--- src/rtl/sdc_arb_pkg.sv ---
// Shared types and defaults for the SD-card block-interface arbiter.
package sdc_arb_pkg;
  typedef enum logic [2:0] {IDLE, SETUP, ISSUE, XFER, RELEASE} state_t;
  typedef enum logic {OP_RD, OP_WR} op_t;

  localparam int NREQ_DEF    = 4;
  localparam int TIMEOUT_DEF = 4096;
  localparam int TCNT_W      = 13;
endpackage

--- src/rtl/rr_pick.sv ---
// Combinational round-robin priority encoder: first set bit after 'last', wrapping.
module rr_pick #(
  parameter int N  = 4,
  parameter int IW = 2
) (
  input  logic [N-1:0]  req,
  input  logic [IW-1:0] last,
  output logic          valid,
  output logic [IW-1:0] idx
);

  logic [IW-1:0] pos;

  // Walk from the farthest candidate to the nearest so the nearest set bit wins.
  always_comb begin
    valid = 1'b0;
    idx   = '0;
    pos   = '0;
    for (int k = N; k >= 1; k--) begin
      pos = IW'((int'(last) + k) % N);
      if (req[pos]) begin
        valid = 1'b1;
        idx   = pos;
      end
    end
  end

endmodule

--- src/rtl/sdc_arbiter.sv ---
// Round-robin owner of the single SD-card block interface shared by IWM drives and SCSI targets.
module sdc_arbiter
  import sdc_arb_pkg::*;
#(
  parameter int NREQ    = NREQ_DEF,
  parameter int TIMEOUT = TIMEOUT_DEF
) (
  input  logic                     clk,
  input  logic                     _systemReset,
  input  logic [NREQ-1:0]          req_rd,
  input  logic [NREQ-1:0]          req_wr,
  input  logic [NREQ*32-1:0]       req_lba,
  input  logic [NREQ*8-1:0]        req_dout,
  output logic [NREQ-1:0]          req_ack,
  output logic [NREQ-1:0]          sdc_rd,
  output logic [NREQ-1:0]          sdc_wr,
  output logic [31:0]              sdc_lba,
  output logic [7:0]               sdc_data_out,
  input  logic                     sdc_busy,
  input  logic                     sdc_done,
  output logic [$clog2(NREQ)-1:0]  owner,
  output logic                     arb_err
);

  localparam int IW = $clog2(NREQ);

  state_t             state_reg;
  op_t                op_reg;
  logic [NREQ-1:0]    pend_rd_reg, pend_wr_reg;
  logic [NREQ-1:0]    clr_rd, clr_wr;
  logic [IW-1:0]      rr_last_reg;
  logic [TCNT_W-1:0]  tcnt_reg;
  logic               busy_q_reg;
  logic [7:0]         data_hold_reg;
  logic               pick_valid;
  logic [IW-1:0]      pick_idx;
  logic [NREQ-1:0]    cand;
  logic [NREQ-1:0]    own_oh;
  logic [31:0]        lba_arr  [NREQ];
  logic [7:0]         dout_arr [NREQ];

  for (genvar gi = 0; gi < NREQ; gi++) begin : g_split
    assign lba_arr[gi]  = req_lba[32*gi +: 32];
    assign dout_arr[gi] = req_dout[8*gi +: 8];
  end

  assign cand   = pend_rd_reg | pend_wr_reg;
  assign own_oh = NREQ'(1) << owner;

  rr_pick #(.N(NREQ), .IW(IW)) u_pick (
    .req   (cand),
    .last  (rr_last_reg),
    .valid (pick_valid),
    .idx   (pick_idx)
  );

  // A winner with both ops pending is served as a read; its write stays queued.
  always_comb begin
    clr_rd = '0;
    clr_wr = '0;
    if (state_reg == IDLE && pick_valid) begin
      if (pend_rd_reg[pick_idx]) clr_rd[pick_idx] = 1'b1;
      else                       clr_wr[pick_idx] = 1'b1;
    end
  end

  assign req_ack      = (state_reg == XFER && sdc_busy) ? own_oh : '0;
  assign sdc_data_out = (state_reg == IDLE) ? data_hold_reg : dout_arr[owner];

  always_ff @(posedge clk or negedge _systemReset) begin
    if (!_systemReset) begin
      state_reg     <= IDLE;
      op_reg        <= OP_RD;
      pend_rd_reg   <= '0;
      pend_wr_reg   <= '0;
      rr_last_reg   <= IW'(NREQ - 1);
      tcnt_reg      <= '0;
      busy_q_reg    <= 1'b0;
      data_hold_reg <= '0;
      owner         <= '0;
      sdc_lba       <= '0;
      sdc_rd        <= '0;
      sdc_wr        <= '0;
      arb_err       <= 1'b0;
    end else begin
      // New requests win over a same-cycle grant clear so none are lost.
      pend_rd_reg <= (pend_rd_reg & ~clr_rd) | req_rd;
      pend_wr_reg <= (pend_wr_reg & ~clr_wr) | req_wr;
      busy_q_reg  <= sdc_busy;
      arb_err     <= 1'b0;
      if (state_reg != IDLE) data_hold_reg <= dout_arr[owner];

      case (state_reg)
        IDLE: begin
          if (pick_valid) begin
            owner     <= pick_idx;
            op_reg    <= pend_rd_reg[pick_idx] ? OP_RD : OP_WR;
            sdc_lba   <= lba_arr[pick_idx];
            state_reg <= SETUP;
          end
        end
        SETUP: begin
          tcnt_reg <= '0;
          if (op_reg == OP_RD) sdc_rd <= own_oh;
          else                 sdc_wr <= own_oh;
          state_reg <= ISSUE;
        end
        ISSUE: begin
          if (sdc_busy) begin
            sdc_rd    <= '0;
            sdc_wr    <= '0;
            state_reg <= XFER;
          end else if (tcnt_reg == TCNT_W'(TIMEOUT - 1)) begin
            sdc_rd    <= '0;
            sdc_wr    <= '0;
            arb_err   <= 1'b1;
            state_reg <= RELEASE;
          end else if (tcnt_reg != '1) begin
            tcnt_reg <= tcnt_reg + 1'b1;
          end
        end
        XFER: begin
          if (sdc_done || (busy_q_reg && !sdc_busy)) state_reg <= RELEASE;
        end
        RELEASE: begin
          rr_last_reg <= owner;
          state_reg   <= IDLE;
        end
        default: state_reg <= IDLE;
      endcase
    end
  end

endmodule

--- config.mk ---
export PLATFORM = sky130hd
export DESIGN_NAME = sdc_arbiter
export DESIGN_NICKNAME = d
export VERILOG_FILES = /design/src/rtl/sdc_arb_pkg.sv /design/src/rtl/rr_pick.sv /design/src/rtl/sdc_arbiter.sv
export SDC_FILE = /design/constraint.sdc
export NUM_CORES = 1
export LEC_CHECK = 0
export BUFFER_PORTS_ARGS = -buffer_cell sky130_fd_sc_hd__clkbuf_2
export CORE_MARGIN = 8
export CORE_UTILIZATION = 50
export DETAILED_ROUTE_END_ITERATION = 10
export GPL_ROUTABILITY_DRIVEN = 1
export PLACE_DENSITY = 0.84
export SLEW_MARGIN = 15
export SYNTH_ARGS = -nofsm -noshare
export SYNTH_HDL_FRONTEND = slang
export SYNTH_SLANG_ARGS = --single-unit
--- constraint.sdc ---
create_clock -name clk -period 3.3 [get_ports clk]
set_input_delay 0.165 -clock clk [delete_from_list [all_inputs] [get_ports clk]]
set_output_delay 0.165 -clock clk [all_outputs]
set_load 0.05 [all_outputs]
Word-level counts from Yosys, hierarchy flattened
Index checks and enable logic that the tools add are counted.
W data, S select, Z words.
{"block": "word_totals", "regBits": 79, "in_bits": 172, "output_inout_bits": 55, "elab_cells": 115}
{"block": "classes", "add_sub_neg": 5, "n_lt_le_gt_ge": 8, "eq_ne": 14, "n_shift": 1, "n_mux": 51, "bitwise_logic": 9, "n_reduce_logical": 14}
{"op": "$bmux W32 S2", "count": 1}
{"op": "$mux W32", "count": 2}
{"op": "$mux W13", "count": 3}
{"op": "$mux W4", "count": 9}
{"op": "$pmux W13 S2", "count": 1}
{"op": "$mux W8", "count": 3}
{"op": "$bmux W8 S2", "count": 1}
{"op": "$pmux W4 S2", "count": 2}
{"op": "$lt A2 B3 Y1 const B", "count": 5}
{"op": "$mux W1", "count": 14}
{"op": "$add A13 B1 Y13 const B", "count": 1}
{"op": "$eq A13 B12 Y1 const B", "count": 1}
{"op": "$ne A13 B13 Y1 const B", "count": 1}
{"op": "$mux W3", "count": 4}
{"op": "$ne A2 B2 Y1 const B", "count": 6}
{"op": "$or A4 B4 Y4", "count": 3}
{"op": "$pmux W3 S4", "count": 1}
{"op": "$bmux W1 S2", "count": 5}
{"op": "$reduce_and A3 Y1", "count": 3}
{"op": "$and A4 B4 Y4", "count": 2}
{"op": "$mux W2", "count": 4}
{"op": "$not A4 Y4", "count": 2}
{"op": "$eq A3 B2 Y1 const B", "count": 2}
{"op": "$ge A3 B3 Y1 const B", "count": 2}
{"op": "18 further kinds", "count": 24}

Depth between registers and ports, before layout
Gate-level depths: netlist (run 1).
{"block": "depth", "ltp_word": 16, "depth_mapped": 7}

By module
From an unflattened synthesis (run 1), not the netlist that was laid out.
{"block": "unflattened", "hier_cells": 336, "hier_area_um2": 4476.8}
{"module": "sdc_arbiter", "n_inst": 1, "cells_each": 322, "area_per_inst_um2": 4385.5, "seq_area_each_um2": 1979.4}
{"module": "rr_pick", "n_inst": 1, "cells_each": 14, "area_per_inst_um2": 91.3, "seq_area_each_um2": 0.0}

Least setup slack after synthesis (run 1)
OpenSTA, ideal clock, no wires.
{"block": "synth_path", "path_kind": "flip-flop to output port", "start": "reg owner[0]", "end": "out req_ack[0]", "t_arrival_ns": 2.148, "t_required_ns": 3.135, "setup_slack_ns": 0.987, "stages_incl_launch_ff": 4, "n_path_buf": 2, "cell_sequence": "dfrtp_1 -> clkbuf_1 -> buf_2 -> nor3_1"}
{"block": "synth_between", "elab_chain_cells": 2}
{"item": "from (decl)", "line_no": "sdc_arbiter.sv:21", "source": "output logic [$clog2(NREQ)-1:0] owner,"}
{"item": "from (signal assigned)", "line_no": "sdc_arbiter.sv:96", "source": "owner <= pick_idx;"}
{"item": "$shl A1 B2 Y4", "line_no": "sdc_arbiter.sv:48", "source": "assign own_oh = NREQ'(1) << owner;"}
{"item": "$mux W4", "line_no": "sdc_arbiter.sv:67", "source": "assign req_ack = (state_reg == XFER && sdc_busy) ? own_oh : '0;"}
{"item": "to (decl)", "line_no": "sdc_arbiter.sv:14", "source": "output logic [NREQ-1:0] req_ack,"}
No other way between the ends.

Worst setup path after layout (run 1)
{"block": "layout_path", "start": "reg pend_wr_reg[0]", "end": "reg sdc_lba[3]"}
{"block": "layout_between", "elab_chain_cells": 11, "word_cells_on_any_way": 22, "classes_between": "mux (19); bitwise (2); reduce/logical (1)"}
{"item": "from (decl)", "line_no": "sdc_arbiter.sv:29", "source": "logic [NREQ-1:0] pend_rd_reg, pend_wr_reg;"}
{"item": "from (signal assigned)", "line_no": "sdc_arbiter.sv:88", "source": "pend_wr_reg <= (pend_wr_reg & ~clr_wr) | req_wr;"}
{"item": "$or A4 B4 Y4 *", "line_no": "sdc_arbiter.sv:47", "source": "assign cand = pend_rd_reg | pend_wr_reg;"}
{"item": "$bmux W1 S2", "line_no": "rr_pick.sv:21", "source": "if (req[pos]) begin"}
{"item": "$mux W1 (not written as such)", "line_no": "rr_pick.sv:21"}
{"item": "$mux W2 (4 in series)", "line_no": "rr_pick.sv:21"}
{"item": "$not A2 Y3 (not written as such)", "line_no": "sdc_arbiter.sv:98", "source": "sdc_lba <= lba_arr[pick_idx];"}
{"item": "$bmux W32 S2", "line_no": "sdc_arbiter.sv:98"}
{"item": "$mux W32 (not written as such) (2 in series)", "line_no": "sdc_arbiter.sv:98"}
{"item": "to (signal assigned)", "line_no": "sdc_arbiter.sv:98"}
{"item": "to (decl)", "line_no": "sdc_arbiter.sv:17", "source": "output logic [31:0] sdc_lba,"}
Every way passes the cells marked *; elsewhere a longest branch is shown, timed or not. The select of a mux whose other input is x is not followed.
A chain may end at the register's enable or synchronous reset.

==> results by stage, run 1 <==
Status:
- The run finished, with violations left.
- The final reports fail on hold timing.

Synthesis:
- After synthesis, the cell types taking the most area are dfrtp_1, mux2_1, mux2_2.
- The sequential share of the synthesized area is 39.6%.
- The count of flip-flops with a built-in enable after synthesis is 0.
- The number of nets handed over by synthesis was 639.
- A synthesized cell averages 10.7 um2.
- The biggest area consumer among synthesized cells is dfrtp_1.
- The count of warnings emitted by yosys is 0.
- The mapped netlist covers 5000 um2.
- The async set-reset flop share out of synthesis is 100%.
- In this run, distinct cell masters in the synthesized netlist total 58.
- After synthesis the netlist holds a flip-flop and latch count of 79.
- The portion of synthesized cell area occupied by the leading cell type is 38.5%.
- The gate count after technology mapping is 466.
- The dominant register cell in the synthesized netlist is dfrtp_1.

Run:
- The tool flagged a number of max-cap violations equal to 0.

Drt:
- After detailed routing, the average wire length per cell comes to 18.7 um.
- The first-pass iteration count of the detailed router is 4.
- The residual antenna-violating net count after detailed routing is 0.
- The sum of routed wire length over all layers is 15300 um.
- The violation count after the first detailed-routing iteration is 309.
- In the routed design, unresolved DRC markers number 0.
- After detailed routing, the number of vias per cell comes to 5.55.
- The routed layout has 4543 vias.

Placed design:
- The HPWL after detailed placement is 11700 um.
- Summing all placed instances gives a cell area of 6170 um2.
- Before CTS, the worst setup slack after placement is 737 ps.
- Buffers placed on the I/O ports in this run total 226.
- The placed cell count is 796.
- The global placement routability congestion is 0.804.

Worst setup path:
- Traced cell by cell, the critical path runs through or4_4 -> a21oi_4 -> buf_4 -> nor3_1 -> o31ai_1.
- The worst setup path is of the reg2reg kind.
- The worst setup path is captured at a flop.
- The slowest stage of the critical path is the a21oi_4 cell.
- In this run the worst path has a maximum fanout of 31.
- The required time of the critical path is 3540 ps.
- The largest stage delay on the critical path is 690 ps.
- STA classifies the critical path startpoint as a flop.
- The worst endpoint data arrival time is 2850 ps.

Pwr:
- For this design the static power due to leakage is 3.06 nW.
- The worst ir drop on vdd is 604 uV.
- For this design the ratio of total power to cell area is 1060 nW/um2.

Layout:
- The fraction of layout cells with a size suffix above 1 is 48.6%.
- The multi-input combinational cell area is 2810 um2.
- The number of antenna repair diodes is 0.
- The layout net count is 854.
- Compared with the post-synthesis result, the final layout area differs by 29.3%.
- Registers take 1980 um2.
- The post-route cell area is 6470 um2.
- The final-layout fill cell count is 817.
- The number of flip-flops under the largest register name is 32.
- After the flow finishes, the layout carries non-filler instances totaling 818.

Floorplan:
- The die is 116 um wide.
- The count of boundary I/O pins is 227.
- The initial core utilization is 51.4%.
- After floorplanning, the core was divided into 36 placement rows.
- The die area is 13500 um2.
- In this run the vertical extent of the chip is 116 um.
- The core outline area is 9730 um2.

Hold path:
- The worst hold-check path type is in2async.

Timing:
- The final clock skew is 11.7 ps.
- The hold slack is -19.6 ps.
- Setup repair after global routing left no endpoint under its margin.
- For the final routed database, the setup TNS stands at 0 ps.
- The relative slew slack is 35.1%.
- The time the worst path needs with I/O delays and setup is 2610 ps.
- The hold violation total from the final report is 68.
- The worst-case setup margin in the final layout is 694 ps.
- Setup violations remaining at the end of the flow were counted as 0.
- The pin slew with the least headroom to its limit is 974 ps.
- The maximum operating frequency is 384 MHz.
- The number of pins exceeding their max-slew limit in the final report was 0.
- The final period utilization is 79.0%.

Clock tree:
- The buffer depth of the longest clock path is 2.
- The cell at the root of the clock tree is clkbuf_8.
- The total CTS buffers is 9.
- The clock tree from TritonCTS is done.
- After clock tree synthesis, the clock-pin slew on the worst setup and hold paths is 80 ps.
- The H-tree was split into 3 levels.
- For this design, the sink count on the clock tree is 79.
- The later pin in the worst-skew pair is clocked with a latency of 360 ps.

GRT:
- The first global-routing pass estimated 24300 um of wire.
- The maximum number of pins on one net before global-route repair is 80.
- The overall routing resource usage is 22.9%.
- The initial antenna violation count is 0.
- The via count of the first global-routing pass was 5010.
- Global routing finished with a remaining overflow of 0.
## report_power, final
group	total (mW)	internal (mW)	switching, mW
Clock	0.838	0.483	0.355
Sequential	1.71	1.36	0.348
Combinational	4.29	1.53	2.76
Total	6.83	3.37	3.46
## routing by layer
| metal | global-route usage, % | share of wire, % |
|---|---|---|
| met1 | 25.9 | 39 |
| met2 | 40.2 | 52 |
| met3 | 5.89 | 6.7 |
| met4 | 9.33 | 1.9 |
| met5 | 0 | 0 |
## through the flow
step	utilization (%)	power, mW
CTS	66.5	6.87
floorplan	-	5.15
global route	66.5	7.25
finish	66.5	6.83
global placement	63.4	5.86
detailed placement	63.4	6.02
## synthesized netlist by cell type, types with 8 or more instances
cell type,n
a21o_1,9
a21oi_1,36
buf_2,18
buf_6,8
dfrtp_1,77
mux2_1,37
mux2_2,36
mux2_4,10
mux4_2,8
nand2_1,43
nand3_1,11
nor2_1,16
nor3_1,31
o21ai_0,8
o31ai_1,32
## cell usage in the layout, fill, tap and decap left out, types with 2 or more instances in the layout
cell type / n
clkbuf_2: 225
dfrtp_1: 77
nand2_1: 43
mux2_1: 37
mux2_2: 36
a21oi_1: 36
o31ai_1: 32
nor3_1: 31
nor2_1: 16
clkbuf_8: 12
nand3_1: 11
mux2_4: 10
a21o_1: 9
o21ai_0: 8
mux4_2: 8
buf_4: 8
nor3_2: 7
dlygate4sd3_1: 7
nand2b_1: 6
o31ai_2: 6
or4_1: 4
o211ai_1: 4
nor2b_1: 3
and2_1: 3
xor2_1: 3
or4_4: 2
nor4_1: 2
inv_1: 2
and3_1: 2
xnor2_1: 2
mux2i_1: 2
bufinv_16: 2
dfstp_2: 2
## cell families after synthesis
group,share of synthesized area (%)
and+or+nand+nor,15.1
adders and majority gates,0.250
buffers and inverters,4.83
muxes,23.7
xor gates and xnor gates,0.876
AOI/OAI and AO/OA,15.7
DFF,39.6
## path summary, 6_finish.rpt
kind | start | to | slack, ps | cells after the start
worst max register to register | pend_wr_reg[0] | sdc_lba[3] | 690 | 5
worst min register to register | sdc_lba[19] | sdc_lba[19] | 480 | 2
min in group clk | req_wr[2] | pend_wr_reg[2] | 20 | 2
worst min-delay path | _systemReset | tcnt_reg[7] | -20 | 1
worst max-delay path | pend_wr_reg[0] | sdc_lba[3] | 690 | 5
max in group asynchronous | _systemReset | pend_rd_reg[0] | 2710 | 1
## final cells by class
| type | count | area share [%] |
|---|---|---|
| Inverter | 2 | 0.116 |
| Sequential cell | 79 | 30.6 |
| Clock inverter | 3 | 1.01 |
| Tap cell | 133 | 2.57 |
| Timing Repair Buffer | 241 | 19.7 |
| Multi-Input combinational cell | 348 | 43.4 |
| Clock buffer | 12 | 2.55 |
## critical path, delay by kind of cell (launching register included)
kind | cells | cell delay [ps]
compound gates | 2 | 1000
simple gates | 2 | 690
buf+inv | 1 | 310
flops | 1 | 460
## timing repair
| action | in CTS | in global routing |
|---|---|---|
| hold endpoints to repair | 7 | 0 |
| gates resized for setup | 0 | 0 |
| hold buffers | 7 | 0 |
| setup buffers | 0 | 0 |
Note: power is estimated with default switching activity, not from simulation.
==> run 2, diff against run 1 <==
CORE_UTILIZATION = 43   (was 50)
PLACE_DENSITY = 0.77   (was 0.84)
clock period = 2.23 ns   (was 3.3 ns; I/O delays follow)
==> run 2 against run 1 <==
  * The run now ends clean
  * Sequential share of layout area down 1.4 points
  * Hold slack better by 180 ps
  * Register-to-register slack worse by 600 ps
  * First-iteration DRC count down 29%
  * Design area up 5.2%
  * Power up 57%
  * Cell count up 3.3%
  * Critical path depth up 1
  * Largest cell class unchanged
  * Largest power group unchanged
==> results by stage, run 2 (synthesis results as in run 1) <==
Drt:
- The first-pass iteration count of the detailed router came to 4 (unchanged).
- The routed length per instance is 17.8 um (was 18.7 um).
- The residual antenna-violating net count after detailed routing is 0 (unchanged).
- The sum of routed wire length over all layers was 15000 um (was 15300 um).
- The average vias per placed instance is 5.48 (was 5.55).
- The vias after detailed routing was 4632 (was 4543).
- The violation count after the first detailed-routing iteration is 218 (was 309).
- The post-route DRC violation count is 0 (unchanged).

Layout:
- The layout net count is 869 (was 854).
- The fraction of layout cells with a size suffix above 1 is 49.6% (was 48.6%).
- The post-route cell area was 6810 um2 (was 6470 um2).
- The area added between synthesis and finish was 36.0% (was 29.3%).
- Most used cells in the layout excluding fill and tap cells: clkbuf_2, dfrtp_1, nand2_1 (unchanged).
- The non-filler instance count after layout is 845 (was 818).
- The number of flip-flops under the largest register name is 32 (unchanged).
- The fraction of the core area covered by cells at the end of the flow came to 59.9% (was 66.5%).
- The most frequent standard cell in the layout excluding fill and tap cells is clkbuf_2 (unchanged).
- The final-layout fill cell count was 930 (was 817).

GRT:
- The global-route met1 utilization is 21.4% (was 25.9%).
- The via count of the first global-routing pass came to 5193 (was 5010).
- The met3 usage is 5.71% (was 5.89%).
- The layer carrying the most global-route usage is met2 (unchanged).
- The overall routing resource usage is 19.8% (was 22.9%).
- The global route total overflow is 0 (unchanged).
- The initial antenna violation count was 0 (unchanged).
- The global routing usage on met2 is 34.5% (was 40.2%).
- The maximum number of pins on one net before global-route repair is 44 (was 80).
- The first-pass GRT wire length was 24200 um (was 24300 um).

Clock tree:
- The clock transition at the registers of the reported paths was 60 ps (was 80 ps).
- The cell at the root of the clock tree is clkbuf_16 (was clkbuf_8).
- The buffer depth of the longest clock path is 2 (unchanged).
- The H-tree depth is 3 (unchanged).
- The clock tree from TritonCTS is done (unchanged).
- The clock latency on the worst-skew pair is 330 ps (was 360 ps).
- The total CTS buffers is 9 (unchanged).
- The clock sink count is 79 (unchanged).

Pwr:
- The worst ir drop on vdd is 1070 uV (was 604 uV).
- The net switching power is 5.20 mW (was 3.46 mW).
- The total power is 10.8 mW (was 6.83 mW).
- The internal power contribution is 5.55 mW (was 3.37 mW).
- The static leakage is 3.21 nW (was 3.06 nW).
- The switching part of the total was 48.4% (was 50.7%).
- The share of total power in combinational logic is 61.8% (was 62.8%).
- The fraction of power consumed by the clock network is 14.6% (was 12.3%).
- The cell area power density is 1580 nW/um2 (was 1060 nW/um2).
- The part of the total power dissipated in sequential elements is 23.6% (was 25.0%).

Worst setup path:
- The slowest library cell on the worst path was or4_4 (was a21oi_4).
- The required time of the critical path is 2450 ps (was 3540 ps).
- Critical path, cell by cell: or4_4 -> o221ai_4 -> buf_4 -> mux2_1 -> a21oi_1 -> o31ai_2 (was or4_4 -> a21oi_4 -> buf_4 -> nor3_1 -> o31ai_1).
- The worst endpoint data arrival time is 2360 ps (was 2850 ps).
- The worst-path maximum fanout is 12 (was 31).
- The worst setup path category is reg2reg (unchanged).
- The cell count of the worst reg-to-reg path was 6 (was 5).
- The type of origin of the critical path was a flop (unchanged).
- The largest stage delay on the critical path is 550 ps (was 690 ps).
- The critical path capture point type is a flop (unchanged).

Floorplan:
- The number of cell rows is 39 (was 36).
- The core outline area came to 11400 um2 (was 9730 um2).
- The die area was 15300 um2 (was 13500 um2).
- The count of boundary I/O pins is 227 (unchanged).
- The height of the die is 124 um (was 116 um).
- The initial core utilization is 44.0% (was 51.4%).
- The x dimension of the die is 124 um (was 116 um).

Timing:
- The worst-case setup margin in the final layout came to 94.9 ps (was 694 ps).
- The hold slack is 161 ps (was -19.6 ps).
- The maximum operating frequency is 468 MHz (was 384 MHz).
- The time the worst path needs with I/O delays and setup is 2140 ps (was 2610 ps).
- The final period utilization is 95.7% (was 79.0%).
- The number of pins exceeding their max-slew limit in the final report is 0 (unchanged).
- The hold violation total from the final report was 0 (was 68).
- The final clock skew came to 5.57 ps (was 11.7 ps).
- The relative slew slack is 56.3% (was 35.1%).
- The final sum of negative setup slack was 0 ps (unchanged).
- The pin slew with the least headroom to its limit is 652 ps (was 974 ps).
- Unrepaired setup endpoints after global routing: false (unchanged).
- The number of failing setup endpoints in the final timing report is 0 (unchanged).

Placed design:
- The cell area after placement came to 6350 um2 (was 6170 um2).
- The global placement routability congestion is 0.825 (was 0.804).
- The number of buffer cells added on primary ports is 226 (unchanged).
- The HPWL after detailed placement came to 11600 um (was 11700 um).
- The placed cell count is 817 (was 796).
- The worst-case setup slack after placement was 128 ps (was 737 ps).

Hold path:
- The worst hold-check path type is in2reg (was in2async).
- The worst hold path stage count is 4.

Status:
- Outcome: finished clean (was complete, but fails checks).

Run:
- The count of max-cap constraint violations is 0 (unchanged).
==> run 2: routing by layer <==
metal	vias to the layer above	part of all wire, %
li1	2196	-
met1	2195	38
met2	207	50
met3	34	8.4
met4	0	3.0
met5	-	0
==> run 2: area by class of cell <==
type	instances	area, um2	area share (%)
multi-input combinational	348	2830	41.6
sequential	79	1980	29.2
timing repair buffer	256	1480	21.8
clock buffer	12	246	3.62
tap	143	179	2.63
clock inverter	4	70.1	1.03
inverter	2	7.51	0.110
antenna	1	2.50	0.0368
==> run 2: timing repair <==
item,CTS,global route
gates resized for setup,0,6
setup endpoints to repair,0,22
buffers inserted,0,1
endpoints found under the hold margin,47,0
hold buffers,10,0
==> run 2: power groups by stage <==
stage / Combinational (mW) / Clock, mW / Sequential [mW]
global placement: 6.50 / 0 / 2.51
CTS: 6.67 / 1.60 / 2.52
detailed placement: 6.65 / 0 / 2.53
floorplan: 4.00 / 0 / 3.62
finish: 6.64 / 1.57 / 2.54
global route: 7.13 / 1.67 / 2.62
==> run 2: final timing paths <==
path	start	to	slack [ps]
max reg2reg	pend_rd_reg[2]	sdc_lba[0]	90
min in group asynchronous	_systemReset	tcnt_reg[12]	300
min reg2reg	sdc_lba[23]	sdc_lba[23]	480
max	pend_rd_reg[2]	sdc_lba[0]	90
min	sdc_done	state_reg[0]	160
max in group asynchronous	_systemReset	owner[1]	1330
==> run 2: worst max-delay path: cells and delay by family, from the launching register on <==
family	cells	cell delay (ps)
compound gates	3	400
simple gates	1	550
flops	1	440
mux	1	350
buf+inv	1	280
==> run 3, diff against run 2 <==
CORE_UTILIZATION = 50   (was 43)
PLACE_DENSITY = 0.91   (was 0.77)
clock period = 2.6 ns   (was 2.23 ns; I/O delays follow)
==> run 3 against run 2 <==
  * Power decreased by 19%
  * Hold slack worse by 14 ps
  * Sequential cell count unchanged
  * Setup slack improved by 21 ps
  * First-iteration DRC count decreased by 6.4%
  * Die area shrank 12%
==> results by stage, run 3 (synthesis results as in run 1) <==
Status:
- Outcome: finished clean (unchanged).

Pwr:
- The switching part of the total is 51.2% (was 48.4%).
- The cell area power density is 1330 nW/um2 (was 1580 nW/um2).
- The share of total power in combinational logic is 64.2% (was 61.8%).
- The worst ir drop on vdd is 805 uV (was 1070 uV).
- The part of the total power dissipated in sequential elements came to 24.9% (was 23.6%).
- The total power is 8.70 mW (was 10.8 mW).
- The net switching power is 4.46 mW (was 5.20 mW).
- The internal power contribution came to 4.24 mW (was 5.55 mW).
- The static leakage was 3.10 nW (was 3.21 nW).
- The fraction of power consumed by the clock network is 10.9% (was 14.6%).

Layout:
- The final-layout fill cell count is 779 (was 930).
- The number of flip-flops under the largest register name came to 32 (unchanged).
- The area added between synthesis and finish is 30.7% (was 36.0%).
- The fraction of layout cells with a size suffix above 1 is 49.0% (was 49.6%).
- The post-route cell area is 6540 um2 (was 6810 um2).
- Most used cells in the layout excluding fill and tap cells: clkbuf_2, dfrtp_1, nand2_1 (unchanged).
- The layout net count is 862 (was 869).
- The number of antenna repair diodes is 0 (was 1).
- The most frequent standard cell in the layout excluding fill and tap cells is clkbuf_2 (unchanged).
- The fraction of the core area covered by cells at the end of the flow is 67.2% (was 59.9%).

Placed design:
- The number of buffer cells added on primary ports was 226 (unchanged).
- The HPWL after detailed placement is 12000 um (was 11600 um).
- The cell area after placement came to 6230 um2 (was 6350 um2).
- The global placement routability congestion is 0.867 (was 0.825).

Drt:
- The first-pass iteration count of the detailed router was 4 (unchanged).
- The post-route DRC violation count was 0 (unchanged).
- The residual antenna-violating net count after detailed routing is 0 (unchanged).
- The vias after detailed routing came to 4679 (was 4632).
- The routed length per instance is 18.9 um (was 17.8 um).
- The violation count after the first detailed-routing iteration is 204 (was 218).
- The average vias per placed instance came to 5.66 (was 5.48).
- The sum of routed wire length over all layers is 15700 um (was 15000 um).

Timing:
- The number of pins exceeding their max-slew limit in the final report is 0 (unchanged).
- The pin slew with the least headroom to its limit is 991 ps (was 652 ps).
- The time the worst path needs with I/O delays and setup is 2480 ps (was 2140 ps).
- The final period utilization came to 95.5% (was 95.7%).
- The relative slew slack is 33.9% (was 56.3%).
- The final clock skew was 16.4 ps (was 5.57 ps).
- The maximum operating frequency is 403 MHz (was 468 MHz).
- The hold violation total from the final report is 0 (unchanged).
- The hold slack is 147 ps (was 161 ps).
- The number of failing setup endpoints in the final timing report was 0 (unchanged).
- Unrepaired setup endpoints after global routing: false (unchanged).
- The final sum of negative setup slack was 0 ps (unchanged).

Clock tree:
- The cell at the root of the clock tree is clkbuf_8 (was clkbuf_16).
- The H-tree depth is 3 (unchanged).
- The buffer depth of the longest clock path was 2 (unchanged).
- The clock sink count is 79 (unchanged).
- The total CTS buffers is 9 (unchanged).
- The clock tree from TritonCTS is done (unchanged).
- The buffer count from post-CTS setup fixing is 0 (unchanged).
- The clock transition at the registers of the reported paths is 90 ps (was 60 ps).
- The clock latency on the worst-skew pair came to 360 ps (was 330 ps).

Worst setup path:
- The end of the worst register-to-register path is sdc_lba[21] (was sdc_lba[0]).
- The worst setup path category is reg2reg (unchanged).
- The start point of the critical path is rr_last_reg[1] (was pend_rd_reg[2]).
- The largest stage delay on the critical path is 650 ps (was 550 ps).
- The worst endpoint data arrival time is 2700 ps (was 2360 ps).
- Critical path, cell by cell: o41ai_4 -> o221ai_4 -> buf_12 -> mux2_2 -> nor3_1 -> o31ai_1 (was or4_4 -> o221ai_4 -> buf_4 -> mux2_1 -> a21oi_1 -> o31ai_2).
- The type of origin of the critical path is a flop (unchanged).
- The cell count of the worst reg-to-reg path is 6 (unchanged).
- The slowest library cell on the worst path is dfstp_2 (was or4_4).
- The startpoint of the most critical register-to-register path is rr_last_reg[1] (was pend_rd_reg[2]).
- The register-to-register setup slack is 120 ps (was 90 ps).
- The worst-path maximum fanout is 20 (was 12).
- The end of the critical path is sdc_lba[21] (was sdc_lba[0]).
- The critical path capture point type is a flop (unchanged).
- The required time of the critical path came to 2820 ps (was 2450 ps).

Floorplan:
- The core outline area is 9730 um2 (was 11400 um2).
- The number of cell rows is 36 (was 39).
- The x dimension of the die is 116 um (was 124 um).
- The count of boundary I/O pins is 227 (unchanged).
- The die area was 13500 um2 (was 15300 um2).
- The initial core utilization is 51.4% (was 44.0%).
- The height of the die is 116 um (was 124 um).

GRT:
- The overall routing resource usage is 23.1% (was 19.8%).
- The via count of the first global-routing pass is 5290 (was 5193).
- The first-pass GRT wire length is 24600 um (was 24200 um).
- The initial antenna violation count is 0 (unchanged).
- The global route total overflow is 0 (unchanged).
- The maximum number of pins on one net before global-route repair was 80 (was 44).

Hold path:
- The worst hold-check path type is in2reg (unchanged).
- The launch point of the worst hold path is sdc_done (unchanged).

Run:
- The count of max-cap constraint violations is 0 (unchanged).
==> run 3: changes by cell type in the layout (fill, tap and decap cells not counted), sizes merged <==
cell / previous run / this run
clkinv: 2 / 5
clkbuf: 237 / 235
buf: 21 / 14
bufinv: 2 / 1
diode: 1 / 0
==> run 3: metal layers <==
layer	GRT usage, %	vias to the layer above	part of all wire, %
met3	6.93	23	6.9
met2	40.6	194	51
met4	8.56	0	1.9
met5	0	-	0
li1	-	2178	-
met1	25.8	2284	40
==> run 3: layout make-up <==
cell class / count / area (um2) / share of cell area, %
timing repair buffer: 249 / 1370 / 20.9
sequential: 79 / 1980 / 30.3
clock buffer: 10 / 138 / 2.10
multi-input combinational: 348 / 2810 / 43.0
clock inverter: 6 / 70.1 / 1.07
tap: 133 / 166 / 2.54
inverter: 2 / 7.51 / 0.115
==> run 3: worst min-delay path by stage <==
stage,cells past startpoint,endpoint,slack [ps]
2_1_floorplan,0,arb_err,-170
3_3_place_gp,2,pend_rd_reg[0],310
3_5_place_dp,2,pend_rd_reg[0],320
4_1_cts,4,state_reg[0],140
5_1_grt,4,state_reg[0],180
6_report,4,state_reg[0],150
==> run 3: power groups by stage <==
stage	clock [mW]	combinational, mW	sequential, mW
3_5_place_dp	0	5.59	2.19
3_3_place_gp	0	5.39	2.16
6_report	0.944	5.59	2.17
5_1_grt	1.01	5.96	2.25
2_1_floorplan	0	3.43	3.11
4_1_cts	0.959	5.62	2.17
==> run 3: metrics by stage <==
step | worst slack [ps] | cells
global route | 11.7 | 827
finish | 116 | 827
CTS | 94.8 | 827
detailed placement | 126 | 801
floorplan | 288 | 466
global placement | 273 | 801
==> run 3: critical path: cells and delay by family (launching register included) <==
family	cells	cell delay (ps)
mux	1	350
buf+inv	1	260
flops	1	650
simple gates	1	210
compound gates	3	890
==> run 3: timing repair <==
| action | in CTS | in global routing |
|---|---|---|
| hold buffers | 10 | 0 |
| resized for setup | 0 | 1 |
| hold endpoints to repair | 86 | 0 |
| endpoints found under the setup margin | 0 | 3 |
